**src/rtl/seven_segment_pkg.sv**
```systemverilog
// Shared definitions for the seven-segment scan decoder: segment bit positions,
// the hex glyph table (active-high, point excluded) and the capture FSM states.
package seven_segment_pkg;

  localparam int SEG_TOP          = 0;
  localparam int SEG_RIGHT_TOP    = 1;
  localparam int SEG_RIGHT_BOTTOM = 2;
  localparam int SEG_BOTTOM       = 3;
  localparam int SEG_LEFT_BOTTOM  = 4;
  localparam int SEG_LEFT_TOP     = 5;
  localparam int SEG_CENTER       = 6;
  localparam int SEG_POINT        = 7;

  localparam int GLYPH_COUNT = 16;

  // Entry i is the segment mask that displays hex digit i.
  localparam logic [6:0] GLYPH_MASK [GLYPH_COUNT] = '{
    7'h3F, 7'h06, 7'h5B, 7'h4F, 7'h66, 7'h6D, 7'h7D, 7'h07,
    7'h7F, 7'h6F, 7'h77, 7'h7C, 7'h39, 7'h5E, 7'h79, 7'h71
  };

  typedef enum logic [1:0] {
    IDLE     = 2'd0,
    SETTLING = 2'd1,
    CAPTURED = 2'd2
  } state_t;

endpackage

```
**src/rtl/seven_segment_pattern_decoder.sv**
```systemverilog
// Combinational glyph lookup: active-high 8-bit segment mask in, hex value,
// decimal point and legal flag out. Value is 0 when the mask is not a glyph.
module seven_segment_pattern_decoder
  import seven_segment_pkg::*;
(
  input  logic [7:0] mask,
  output logic [3:0] value,
  output logic       point,
  output logic       legal
);

  always_comb begin
    value = 4'd0;
    legal = 1'b0;
    for (int i = 0; i < GLYPH_COUNT; i++) begin
      if (mask[SEG_CENTER:SEG_TOP] == GLYPH_MASK[i]) begin
        value = 4'(i);
        legal = 1'b1;
      end
    end
  end

  assign point = mask[SEG_POINT];

endmodule

```
**src/rtl/seven_segment_scan_decoder.sv**
```systemverilog
// Watches a multiplexed seven-segment drive, waits for a digit's pattern to be
// stable for STABLE_CYCLES samples, then latches the decoded glyph per digit.
module seven_segment_scan_decoder
  import seven_segment_pkg::*;
#(
  parameter int DIGIT_COUNT   = 4,
  parameter int STABLE_CYCLES = 4
) (
  input  logic                             clock,
  input  logic                             reset,
  input  logic [7:0]                       segmentEnableN,
  input  logic [DIGIT_COUNT-1:0]           digitEnableN,
  output logic [4*DIGIT_COUNT-1:0]         value,
  output logic [DIGIT_COUNT-1:0]           pointEnable,
  output logic [DIGIT_COUNT-1:0]           digitValid,
  output logic [DIGIT_COUNT-1:0]           patternError,
  output logic                             updateStrobe,
  output logic [$clog2(DIGIT_COUNT)-1:0]   updateDigit,
  output logic                             frameComplete
);

  localparam int IDX_W = $clog2(DIGIT_COUNT);
  localparam logic [7:0] STABLE_MAX = 8'(STABLE_CYCLES);

  state_t             state;
  logic [7:0]         count;
  logic [IDX_W-1:0]   stored_digit;
  logic [7:0]         stored_segments;
  logic [DIGIT_COUNT-1:0] bitmap;

  logic [3:0]         low_count;
  logic [IDX_W-1:0]   sample_digit;
  logic               selectable;
  logic               same;
  logic [7:0]         next_count;
  logic               capture;
  logic [DIGIT_COUNT-1:0] bitmap_next;

  logic [3:0]         glyph_value;
  logic               glyph_point;
  logic               glyph_legal;

  seven_segment_pattern_decoder u_pattern_decoder (
    .mask  (~segmentEnableN),
    .value (glyph_value),
    .point (glyph_point),
    .legal (glyph_legal)
  );

  always_comb begin
    low_count    = 4'd0;
    sample_digit = '0;
    for (int i = 0; i < DIGIT_COUNT; i++) begin
      if (!digitEnableN[i]) begin
        low_count    = low_count + 4'd1;
        sample_digit = IDX_W'(i);
      end
    end
  end

  assign selectable = (low_count == 4'd1);
  assign same       = (sample_digit == stored_digit) && (segmentEnableN == stored_segments);

  // The count saturates so a long-held pattern never wraps into a second capture.
  always_comb begin
    next_count = 8'd0;
    if (selectable) begin
      if (state != IDLE && same)
        next_count = (count == STABLE_MAX) ? count : count + 8'd1;
      else
        next_count = 8'd1;
    end
  end

  assign capture     = selectable && (next_count == STABLE_MAX) && !(state == CAPTURED && same);
  assign bitmap_next = bitmap | (DIGIT_COUNT'(1) << sample_digit);

  always_ff @(posedge clock) begin
    if (reset) begin
      state           <= IDLE;
      count           <= 8'd0;
      stored_digit    <= '0;
      stored_segments <= 8'd0;
      bitmap          <= '0;
      value           <= '0;
      pointEnable     <= '0;
      digitValid      <= '0;
      patternError    <= '0;
      updateStrobe    <= 1'b0;
      updateDigit     <= '0;
      frameComplete   <= 1'b0;
    end else begin
      updateStrobe  <= 1'b0;
      frameComplete <= 1'b0;
      count         <= next_count;
      if (!selectable) begin
        state <= IDLE;
      end else begin
        stored_digit    <= sample_digit;
        stored_segments <= segmentEnableN;
        if (capture || (state == CAPTURED && same))
          state <= CAPTURED;
        else
          state <= SETTLING;
      end
      if (capture) begin
        updateStrobe <= 1'b1;
        updateDigit  <= sample_digit;
        if (&bitmap_next) begin
          frameComplete <= 1'b1;
          bitmap        <= '0;
        end else begin
          bitmap <= bitmap_next;
        end
      end
      // Illegal glyphs keep the previous value but still report point and error.
      for (int i = 0; i < DIGIT_COUNT; i++) begin
        if (capture && sample_digit == IDX_W'(i)) begin
          pointEnable[i]  <= glyph_point;
          digitValid[i]   <= glyph_legal;
          patternError[i] <= !glyph_legal;
          if (glyph_legal)
            value[4*i +: 4] <= glyph_value;
        end
      end
    end
  end

endmodule

```
**config.mk**
```make
export PLATFORM = sky130hd
export DESIGN_NAME = seven_segment_scan_decoder
export DESIGN_NICKNAME = d
export VERILOG_FILES = /design/src/rtl/seven_segment_pkg.sv /design/src/rtl/seven_segment_pattern_decoder.sv /design/src/rtl/seven_segment_scan_decoder.sv
export SDC_FILE = /design/constraint.sdc
export NUM_CORES = 1
export LEC_CHECK = 0
export CAP_MARGIN = 5
export CORE_UTILIZATION = 55
export DETAILED_ROUTE_END_ITERATION = 7
export HOLD_SLACK_MARGIN = 0.05
export PLACE_DENSITY_LB_ADDON = 0.25
export RECOVER_POWER = 25
export SETUP_SLACK_MARGIN = 0.15
export SYNTH_ARGS = -nofsm -noshare
export SYNTH_HDL_FRONTEND = slang
export SYNTH_SLANG_ARGS = --single-unit
```
**constraint.sdc**
```tcl
create_clock -name clock -period 4.67 [get_ports clock]
set_input_delay 0.934 -clock clock [delete_from_list [all_inputs] [get_ports clock]]
set_output_delay 0.934 -clock clock [all_outputs]
set_load 0.01 [all_outputs]
```
### Word-level counts from Yosys, hierarchy flattened

Cells that the tools add are included.

* $add $sub $neg: 4
* equal/unequal tests: 25
* shift operators: 1
* mux-type cells: 45
* bitwise logic cells: 4
* reduce and logical (&&, ||, !) cells: 21

Operator list (count)
* 7-bit equality test, second input constant: 12
* 4-bit 2-to-1 mux: 12
* 8-bit 2-to-1 mux: 3
* 1-bit 2-to-1 mux: 21
* 8-bit by 3-bit equality test with 1-bit output, second input constant: 2
* 7-bit by 3-bit equality test with 1-bit output, second input constant: 2
* 7-bit by 6-bit equality test with 1-bit output, second input constant: 2
* 4-bit by 1-bit adder with 4-bit output, second input constant: 3
* 3-bit 2-to-1 mux: 4
* 2-bit 2-to-1 mux: 5
* 1-bit logical AND: 9
* 8-bit by 1-bit adder with 8-bit output, second input constant: 1
* 8-bit equality test: 1
* 8-bit NOT: 1
* 2-bit AND reduction: 4
* 2-bit equality test, second input constant: 3
* 4-bit by 1-bit equality test with 1-bit output, second input constant: 1
* 4-bit bitwise OR: 1
* 4-bit AND reduction: 1
* 2-bit OR reduction: 2
* 1-bit by 2-bit << shifter with 4-bit output, first input constant: 1
* 2-bit by 1-bit equality test with 1-bit output, second input constant: 1
* 2-bit equality test: 1
* 1-bit zero test: 2
* other kinds (4): 5

* register bits: 56
* output and inout port bits: 32
* logic and storage cells: 124

### Logic depth before layout (Yosys ltp)

Gate-level depths: netlist of run 1.

* depth in word-level cells: 19
* gate-level depth with buffers: 12
* mapped depth without buffers: 11

### By module

Synthesis of run 1 repeated with hierarchy kept, for this count alone.

* cell total of the unflattened synthesis: 344
* area total of the unflattened synthesis: 3114.2 µm²

Modules (own cells, without submodules)
* seven_segment_scan_decoder: instances 1, cells each 286, area each 2713.9 µm²
* seven_segment_pattern_decoder: instances 1, cells each 58, area each 400.4 µm²

### Worst setup path before layout of run 1

No wires, ideal clock.

* path type: input to register
* start point: in digitEnableN[0]
* end point: reg updateDigit[1]
* setup time: 123 ps
* arrival: 3139 ps
* data required time: 4547 ps
* path slack: 1408 ps
* stages on the path: 11
* cell sequence: inv_1 > ha_1 > xnor2_1 > ha_1 > nor3b_1 > a31oi_1 > o31ai_2 > and4_1 > buf_2 > nand3b_4 > mux2_1

* cells in the longest elaborated chain, start to end: 12

RTL lines
* start: declaration: line seven_segment_scan_decoder.sv:12 `input logic [DIGIT_COUNT-1:0] digitEnableN,`
* 1-bit 2-to-1 mux (*): line seven_segment_scan_decoder.sv:54 `if (!digitEnableN[i]) begin`
* 4-bit by 1-bit adder with 4-bit output: line seven_segment_scan_decoder.sv:55 `low_count = low_count + 4'd1;`
* 4-bit 2-to-1 mux (*): line seven_segment_scan_decoder.sv:54
* 4-bit by 1-bit adder with 4-bit output: line seven_segment_scan_decoder.sv:55
* 4-bit 2-to-1 mux (*): line seven_segment_scan_decoder.sv:54
* 4-bit by 1-bit adder with 4-bit output: line seven_segment_scan_decoder.sv:55
* 4-bit 2-to-1 mux (*): line seven_segment_scan_decoder.sv:54
* 4-bit by 1-bit equality test with 1-bit output (*): line seven_segment_scan_decoder.sv:61 `assign selectable = (low_count == 4'd1);`
* 8-bit 2-to-1 mux: line seven_segment_scan_decoder.sv:67 `if (selectable) begin`
* 8-bit by 3-bit equality test with 1-bit output: line seven_segment_scan_decoder.sv:75 `assign capture = selectable && (next_count == STABLE_MAX) && !(state == CAPTURED && same);`
* 1-bit logical AND (*) (2 in series): line seven_segment_scan_decoder.sv:75
* end signal: assignment: line seven_segment_scan_decoder.sv:108 `updateDigit <= sample_digit;`
* end: declaration: line seven_segment_scan_decoder.sv:18 `output logic [$clog2(DIGIT_COUNT)-1:0] updateDigit,`

Every way passes the cells marked *; elsewhere a longest branch is shown, timed or not.
A chain may end at the register's enable or synchronous reset.

### Worst setup path in the final report of run 1

* start point: in digitEnableN[1]
* end point: reg bitmap[1]

* cells in the longest elaborated chain, start to end: 11
* elaborated cells on any way between the ends: 23

RTL lines
* branches (longest 11 deep; another with 4-bit by 1-bit adder with 4-bit output)
* end signal: assignment: line seven_segment_scan_decoder.sv:113 `bitmap <= bitmap_next;`
* end: declaration: line seven_segment_scan_decoder.sv:29 `logic [DIGIT_COUNT-1:0] bitmap;`

Parallel ways; which one is timed is not known.

==> summary.md, run 1 <==
| Metric | Value |
|---|---|
| Run status | `completed` |
| Cell area after synthesis | `about 3100 um2` |
| Number of hold buffers added after CTS | `0` |
| Largest net degree at the start of global routing | `25` |
| Top FF cell, synth | `sky130_fd_sc_hd__dfxtp_1` |
| Fin area | `approximately 3700 um2` |
| Mean area per synthesized cell | `8.74 um2` |
| Hold path startpoint | `patternError[3]` |
| Placeable Area | `approximately 5200 um2` |
| Number of endpoints failing setup at the final stage | `0` |
| Sequential area share after synthesis | `around 36%` |
| Number of detailed-routing iterations run before antenna repair | `5` |
| Pre-CTS setup slack | `~0.69 ns` |
| Fill cell count | `slightly above 400` |
| Worst path arrival time | `roughly 3.9 ns` |
| Top area cells in the synthesized netlist | `sky130_fd_sc_hd__dfxtp_1, sky130_fd_sc_hd__mux2i_1, sky130_fd_sc_hd__nand2_1` |
| Commonest cells in the netlist | `sky130_fd_sc_hd__dfxtp_1, sky130_fd_sc_hd__nand2_1, sky130_fd_sc_hd__mux2i_1` |
| Critical path start-end classification | `input pin to flop` |
| Highest clock rate | `between 200 and 300 MHz` |
| Final weighted congestion of routability-driven global placement | `approximately 0.85` |
| Portion of synthesized cell area occupied by the leading cell type | `36.5%` |
| Clock tree from TritonCTS | `built` |
| Max_cap viols | `0` |
| Cell type contributing the most total cell area after synthesis | `sky130_fd_sc_hd__dfxtp_1` |
| Via count | `roughly 2,700` |
| Clk root buf | `sky130_fd_sc_hd__clkbuf_8` |
| Remaining routing DRC violations | `0` |
| Number of diodes added for antenna fixing | `0` |
| IR drop worst, VDD | `~0.00014 V` |
| Number of buffers inserted during clock tree synthesis | `5` |
| Number of top-level pins | `46` |
| Data required time at the worst endpoint | `just under 5 ns` |
| Area enclosed by the die boundary | `just under 6000 um2` |
| Clock period minus worst slack | `roughly 3.7 ns` |
| Library cells used by synthesis | `just under 60` |
| Crit Reg-Reg Startpoint | `count[4]` |
| Period utilization | `between 70% and 80%` |
| Worst relative slew slack | `59.4%` |
| Die Wd | `roughly 77 um` |
| Setup TNS | `0 ns` |
| Rows | `26` |
| EDFF count, synth | `0` |
| Startpoint kind of the worst setup timing path | `input pin` |
| Met2 wire length | `between 3 and 4 mm` |
| Number of nets in the layout | `~410` |
| Total half-perimeter wirelength after legalization and detailed placement | `slightly below 5 mm` |
| Unrepaired setup endpoints after global routing | `no` |
| Initial cell density of the core | `58.7%` |
| Worst setup slack after layout | `between 0.9 and 1 ns` |
| Met3 wire length | `~260 um` |
| Total routing usage reported by global routing | `approximately a quarter` |
| Number of global-route vias before repair | `between 2,000 and 2,500` |
| Crit end category | `flop` |
| Global-route wire length before repair | `11.4 mm` |
| Initial antenna violation count | `0` |
| Synth async-reset ratio | `0%` |
| TritonCTS Sinks | `56` |
| Cells after synthesis | `roughly 350` |
| Syn nets | `roughly 370` |
| Metal1 wirelength | `roughly 3.2 mm` |
| Number of buffers on the longest clock path | `2` |
| Worst clock skew on the final layout | `0.0145 ns` |
| Die Y-Extent | `76.8 um` |
| Antenna Nets Post-Route | `0` |
| P per Cell Area | `about 240 nW/um2` |
| Area growth, synth to finish | `19.2%` |
| Clock transition at the register clock pins on the worst setup and hold paths after CTS | `0.11 ns` |
| Clk Latency, worst-skew pair | `between 0.3 and 0.4 ns` |
| Register bit count reported by yosys | `56` |
| Post-Route WL | `a little under 7 mm` |
| Drt first-iter violations | `roughly 180` |
| Top fanout value on the critical path | `16` |
| Share of cells above drive strength 1 | `7.89%` |
| Number of endpoints with negative hold slack in the final report | `0` |
| Non-filler cells in the finished layout | `between 400 and 500` |
| Number of max-slew violations in the final report | `0` |
| Most used standard cell by instance count after synthesis | `sky130_fd_sc_hd__dfxtp_1` |
| GRT Residual Overflow | `0` |
| Hold/Removal Path Class | `flop to flop` |
| Actual slew at the worst max-slew pin | `roughly 0.6 ns` |
| Post-CTS setup buffer count | `0` |
| Via/cell ratio | `a little under 6` |
| Area after detailed placement | `approximately 3600 um2` |
| Number of placed instances, taps included | `around 460` |
| Lkg Pwr | `0.00152 uW` |
| Highest metal layer used by the detailed router | `met4` |
| CP Launch Point | `digitEnableN[1]` |
| Number of instances resized during post-cts repair | `0` |
| Total number of H-tree levels | `2` |
| Count of yosys warnings during synthesis | `0` |
| Drt wl/cell | `between 10 and 15 um` |
| Number of buffers inserted by port buffering | `45` |
==> per-layer routing <==
layer | up-vias | global-route usage, %
li1 | 1342 | -
met1 | 1280 | 29.5
met2 | 71 | 41.2
met3 | 5 | 2.98
met4 | 0 | 7.31
met5 | - | 0
==> placed cells by master, fill, tap and decap left out, types with 3 or more instances in the layout <==
cell type,instances
sky130_fd_sc_hd__dfxtp_1,56
sky130_fd_sc_hd__nand2_1,43
sky130_fd_sc_hd__mux2i_1,34
sky130_fd_sc_hd__nor2_1,29
sky130_fd_sc_hd__clkdlybuf4s50_1,23
sky130_fd_sc_hd__dlygate4sd3_1,22
sky130_fd_sc_hd__xnor2_1,15
sky130_fd_sc_hd__nand3_1,15
sky130_fd_sc_hd__nor3_1,13
sky130_fd_sc_hd__a21oi_1,11
sky130_fd_sc_hd__o21ai_0,10
sky130_fd_sc_hd__nor2b_1,10
sky130_fd_sc_hd__inv_1,8
sky130_fd_sc_hd__nand4_1,7
sky130_fd_sc_hd__buf_4,7
sky130_fd_sc_hd__nor3b_1,6
sky130_fd_sc_hd__o2bb2ai_1,6
sky130_fd_sc_hd__ha_1,5
sky130_fd_sc_hd__clkbuf_8,5
sky130_fd_sc_hd__a211oi_1,4
sky130_fd_sc_hd__xor2_1,4
sky130_fd_sc_hd__o211ai_1,4
sky130_fd_sc_hd__nand4_2,4
sky130_fd_sc_hd__and3b_1,3
sky130_fd_sc_hd__nor4_1,3
sky130_fd_sc_hd__or3_1,3
==> where the power goes <==
| part | leakage [uW] | internal (uW) | switching (uW) |
|---|---|---|---|
| Clock | 0.0000445 | 107 | 170 |
| Combinational | 0.00103 | 52.4 | 74.7 |
| Sequential | 0.000452 | 486 | 6.19 |
==> cells by family (layout without fill, tap and decap cells) <==
family	count (synthesis)	after routing	share of synthesized area, %
AND/OR/NAND/NOR	155	155	27.5
flip-flops	56	56	36.5
AO/OA/AOI/OAI	52	52	12.9
multiplexers	35	35	11.4
buffers and inverters	30	71	4.31
XOR/XNOR	19	19	5.41
adder cells (fa/ha/maj)	5	5	2.03
==> critical path, stage by stage <==
cell and delay, ns:
sky130_fd_sc_hd__clkdlybuf4s50_1 0.61, sky130_fd_sc_hd__inv_1 0.09, sky130_fd_sc_hd__ha_1 0.35, sky130_fd_sc_hd__xnor2_1 0.16, sky130_fd_sc_hd__ha_1 0.23, sky130_fd_sc_hd__nor3b_1 0.19, sky130_fd_sc_hd__a31oi_1 0.08, sky130_fd_sc_hd__o31ai_2 0.22
sky130_fd_sc_hd__buf_4 0.29, sky130_fd_sc_hd__nand4bb_1 0.22, sky130_fd_sc_hd__o41ai_2 0.43, sky130_fd_sc_hd__a21oi_1 0.08
==> worst paths after layout <==
| path | endpoint | slack [ns] | cells past startpoint |
|---|---|---|---|
| setup reg to reg | pointEnable[1] | 2.13 | 6 |
| hold / removal | patternError[3] | 0.46 | 2 |
| setup / recovery | bitmap[1] | 0.99 | 12 |
| hold reg to reg | patternError[3] | 0.46 | 2 |
==> through the flow <==
| stage | hold slack [ns] | total power (uW) | utilization (%) |
|---|---|---|---|
| floorplan | 0.425 | 592 | - |
| global placement | 0.441 | 624 | 68.3 |
| detailed placement | 0.447 | 628 | 68.3 |
| CTS | 0.463 | 895 | 70.0 |
| global route | 0.477 | 928 | 70.0 |
| finish | 0.461 | 896 | 70.0 |
==> flip-flops by register name (all words and copies together) (netlist names) <==
register / flops
bitmap: 4
count: 8
digitValid: 4
frameComplete: 1
patternError: 4
pointEnable: 4
state: 2
stored_digit: 2
stored_segments: 8
updateDigit: 2
updateStrobe: 1
value: 16
==> final cells by class <==
type / count / area [um2] / share of cell area, %
clock buffer: 5 / 68.8 / 1.88
clock inverter: 3 / 21.3 / 0.580
inverter: 11 / 41.3 / 1.13
multi-input combinational: 266 / 1820 / 49.7
sequential: 56 / 1120 / 30.6
tap: 70 / 87.6 / 2.39
timing repair buffer: 52 / 503 / 13.7
(Power assumes the default switching activity.)
==> inputs of run 2 (changes only) <==
Settings changed: CORE_UTILIZATION 55 to 54.
Clock period 4.67 ns to 3.7 ns, I/O delays scaled along.
==> summary.md, run 2 (synthesis results as in run 1) <==
| Metric | Value |
|---|---|
| Clock period minus worst slack | `between 3 and 4 ns` |
| Top flop regs | `value x16, count x8, stored_segments x8` |
| Via/cell ratio | `5.75` |
| Startpoint kind of the worst setup timing path | `input pin` |
| Total half-perimeter wirelength after legalization and detailed placement | `approximately 5.2 mm` |
| Number of endpoints failing setup at the final stage | `0` |
| IR drop worst, VDD | `0.000175 V` |
| Crit end category | `flop` |
| Number of buffers inserted during clock tree synthesis | `5` |
| Number of nets in the layout | `418` |
| Hold/Removal Path Class | `flop to flop` |
| Switching Fraction | `between 20% and 30%` |
| Remaining routing DRC violations | `0` |
| Top fanout value on the critical path | `16` |
| Area growth, synth to finish | `22.3%` |
| Worst clock skew on the final layout | `approximately 0.0080 ns` |
| Critical Path, Cell by Cell | `clkdlybuf4s50_1, inv_1, ha_1, xnor2_1, ha_1, nor3b_1, a31oi_1, o31ai_2, buf_6, nand4bb_2, or3_1, nor3_1` |
| Clock tree from TritonCTS | `built` |
| Flip-flop count of the largest register, all copies and words added | `16` |
| P per Cell Area | `between 300 and 400 nW/um2` |
| Number of buffers inserted by port buffering | `45` |
| Initial cell density of the core | `a little under three fifths` |
| Total net switching power | `312 uW` |
| Period utilization | `between 80% and 90%` |
| Clock transition at the register clock pins on the worst setup and hold paths after CTS | `about 0.10 ns` |
| Cell type of the slowest stage on the worst timing path | `sky130_fd_sc_hd__clkdlybuf4s50_1` |
| Clk Latency, worst-skew pair | `a little over 0.3 ns` |
| Worst setup slack after layout | `between 0.3 and 0.4 ns` |
| Largest register by flop count | `value` |
| Highest clock rate | `~300 MHz` |
| Worst path arrival time | `between 3 and 4 ns` |
| Clk root buf | `sky130_fd_sc_hd__clkbuf_8` |
| Die Wd | `77.5 um` |
| Commonest non-fill, non-tap cells in the layout | `sky130_fd_sc_hd__dfxtp_1, sky130_fd_sc_hd__nand2_1, sky130_fd_sc_hd__mux2i_1` |
| Number of top-level pins | `46` |
| Cell mode on critical path | `sky130_fd_sc_hd__ha_1` |
| Max_cap viols | `0` |
| Die Y-Extent | `77.5 um` |
| Run status | `completed` |
| Final weighted congestion of routability-driven global placement | `just under 0.9` |
| Number of diodes added for antenna fixing | `0` |
| Antenna Nets Post-Route | `0` |
| Drt wl/cell | `between 15 and 20 um` |
| Number of buffers on the longest clock path | `2` |
| Internal power | `a little under 900 uW` |
| Via count | `about 2,700` |
| Share of cells above drive strength 1 | `around 9.8%` |
| Max stage delay on crit path | `around 0.5 ns` |
| Number of endpoints with negative hold slack in the final report | `0` |
| Number of hold buffers added after CTS | `0` |
| Share of total power in the clock network | `between 30 and 40%` |
| Number of max-slew violations in the final report | `0` |
| Drt first-iter violations | `around 220` |
| Combinational cell fraction of total power | `roughly 14%` |
| Total number of H-tree levels | `2` |
| Lkg Pwr | `0.00159 uW` |
| Fill cell count | `around 470` |
| Placeable Area | `approximately 5500 um2` |
| Data required time at the worst endpoint | `approximately 3.9 ns` |
| Post-Route WL | `7.13 mm` |
| Global-route wire length before repair | `between 10 and 15 mm` |
| R2R Setup Slk | `about 1.2 ns` |
| Number of detailed-routing iterations run before antenna repair | `4` |
| Pre-CTS setup slack | `-0.00446 ns` |
| Rows | `27` |
| Part of the total power dissipated in sequential elements | `51.7%` |
| TritonCTS Sinks | `56` |
| Unrepaired setup endpoints after global routing | `no` |
| Post-CTS setup buffer count | `0` |
| Initial antenna violation count | `0` |
| Worst relative slew slack | `58.6%` |
| Number of global-route vias before repair | `between 2,000 and 3,000` |
| GRT Residual Overflow | `0` |
| Share of the core filled with cells | `68.3%` |
| Largest net degree at the start of global routing | `24` |
| Critical path start-end classification | `input pin to flop` |
| Area enclosed by the die boundary | `6000 um2` |
| Actual slew at the worst max-slew pin | `0.620 ns` |
| Most frequent standard cell in the layout excluding fill and tap cells | `sky130_fd_sc_hd__dfxtp_1` |
| Total routing usage reported by global routing | `24.8%` |
[run 2: cell count changes in the layout (fill, tap and decap cells not counted), sizes merged]
cell	before	now
clkinv	2	1
clkinvlp	1	0
buf	7	14
bufinv	0	1
clkbuf	5	6
[run 2: cell type report]
type                       count  area [um2]  area share [%]
timing repair buffer          59         559            14.9
multi-input combinational    266        1840            48.9
clock buffer                   6        72.6            1.93
tap                           72        90.1            2.39
inverter                      11        41.3            1.10
clock inverter                 2        38.8            1.03
sequential                    56        1120            29.8
[run 2: through the flow]
step	power, uW	instances	instance area, um2	TNS (ns)	hold WS (ns)
final	1200	472	3760	0	0.461
after global routing	1260	472	3760	0	0.488
after CTS	1200	472	3740	0	0.464
after detailed placement	799	464	3630	-0.00589	0.447
after global placement	794	464	3630	0	0.444
after floorplan	747	352	3080	0	0.425
[run 2: routing by layer]
metal / global-route usage [%] / part of all wire [%] / vias up
li1: - / - / 1348
met1: 31.2 / 45 / 1292
met2: 42.3 / 49 / 63
met3: 3.76 / 4.4 / 9
met4: 10.2 / 1.7 / 0
met5: 0 / 0 / -
[run 2: final timing paths]
path                        start              end  depth (start not counted)
setup reg to reg         count[5]   updateDigit[1]                          6
setup / recovery  digitEnableN[0]    frameComplete                         12
hold reg to reg   patternError[3]  patternError[3]                          2
hold / removal    patternError[3]  patternError[3]                          2
[run 2: power groups by stage]
stage | Combinational, uW | Sequential [uW] | Clock [uW]
after floorplan | 114 | 633 | 0
after global placement | 159 | 635 | 0
after detailed placement | 164 | 635 | 0
after CTS | 165 | 621 | 418
after global routing | 186 | 623 | 447
final | 168 | 621 | 413
[run 2: what timing repair did]
item,in CTS,in global routing
endpoints found under the hold margin,0,0
setup endpoints to repair,0,24
resized for setup,0,4
[run 2: critical path: cells and delay by family]
| kind | cells | cell delay [ns] |
|---|---|---|
| xor gates and xnor gates | 1 | 0.17 |
| buffers and inverters | 3 | 0.79 |
| AOI/OAI and AO/OA | 2 | 0.32 |
| adders and majority gates | 2 | 0.59 |
| and+or+nand+nor | 4 | 0.95 |
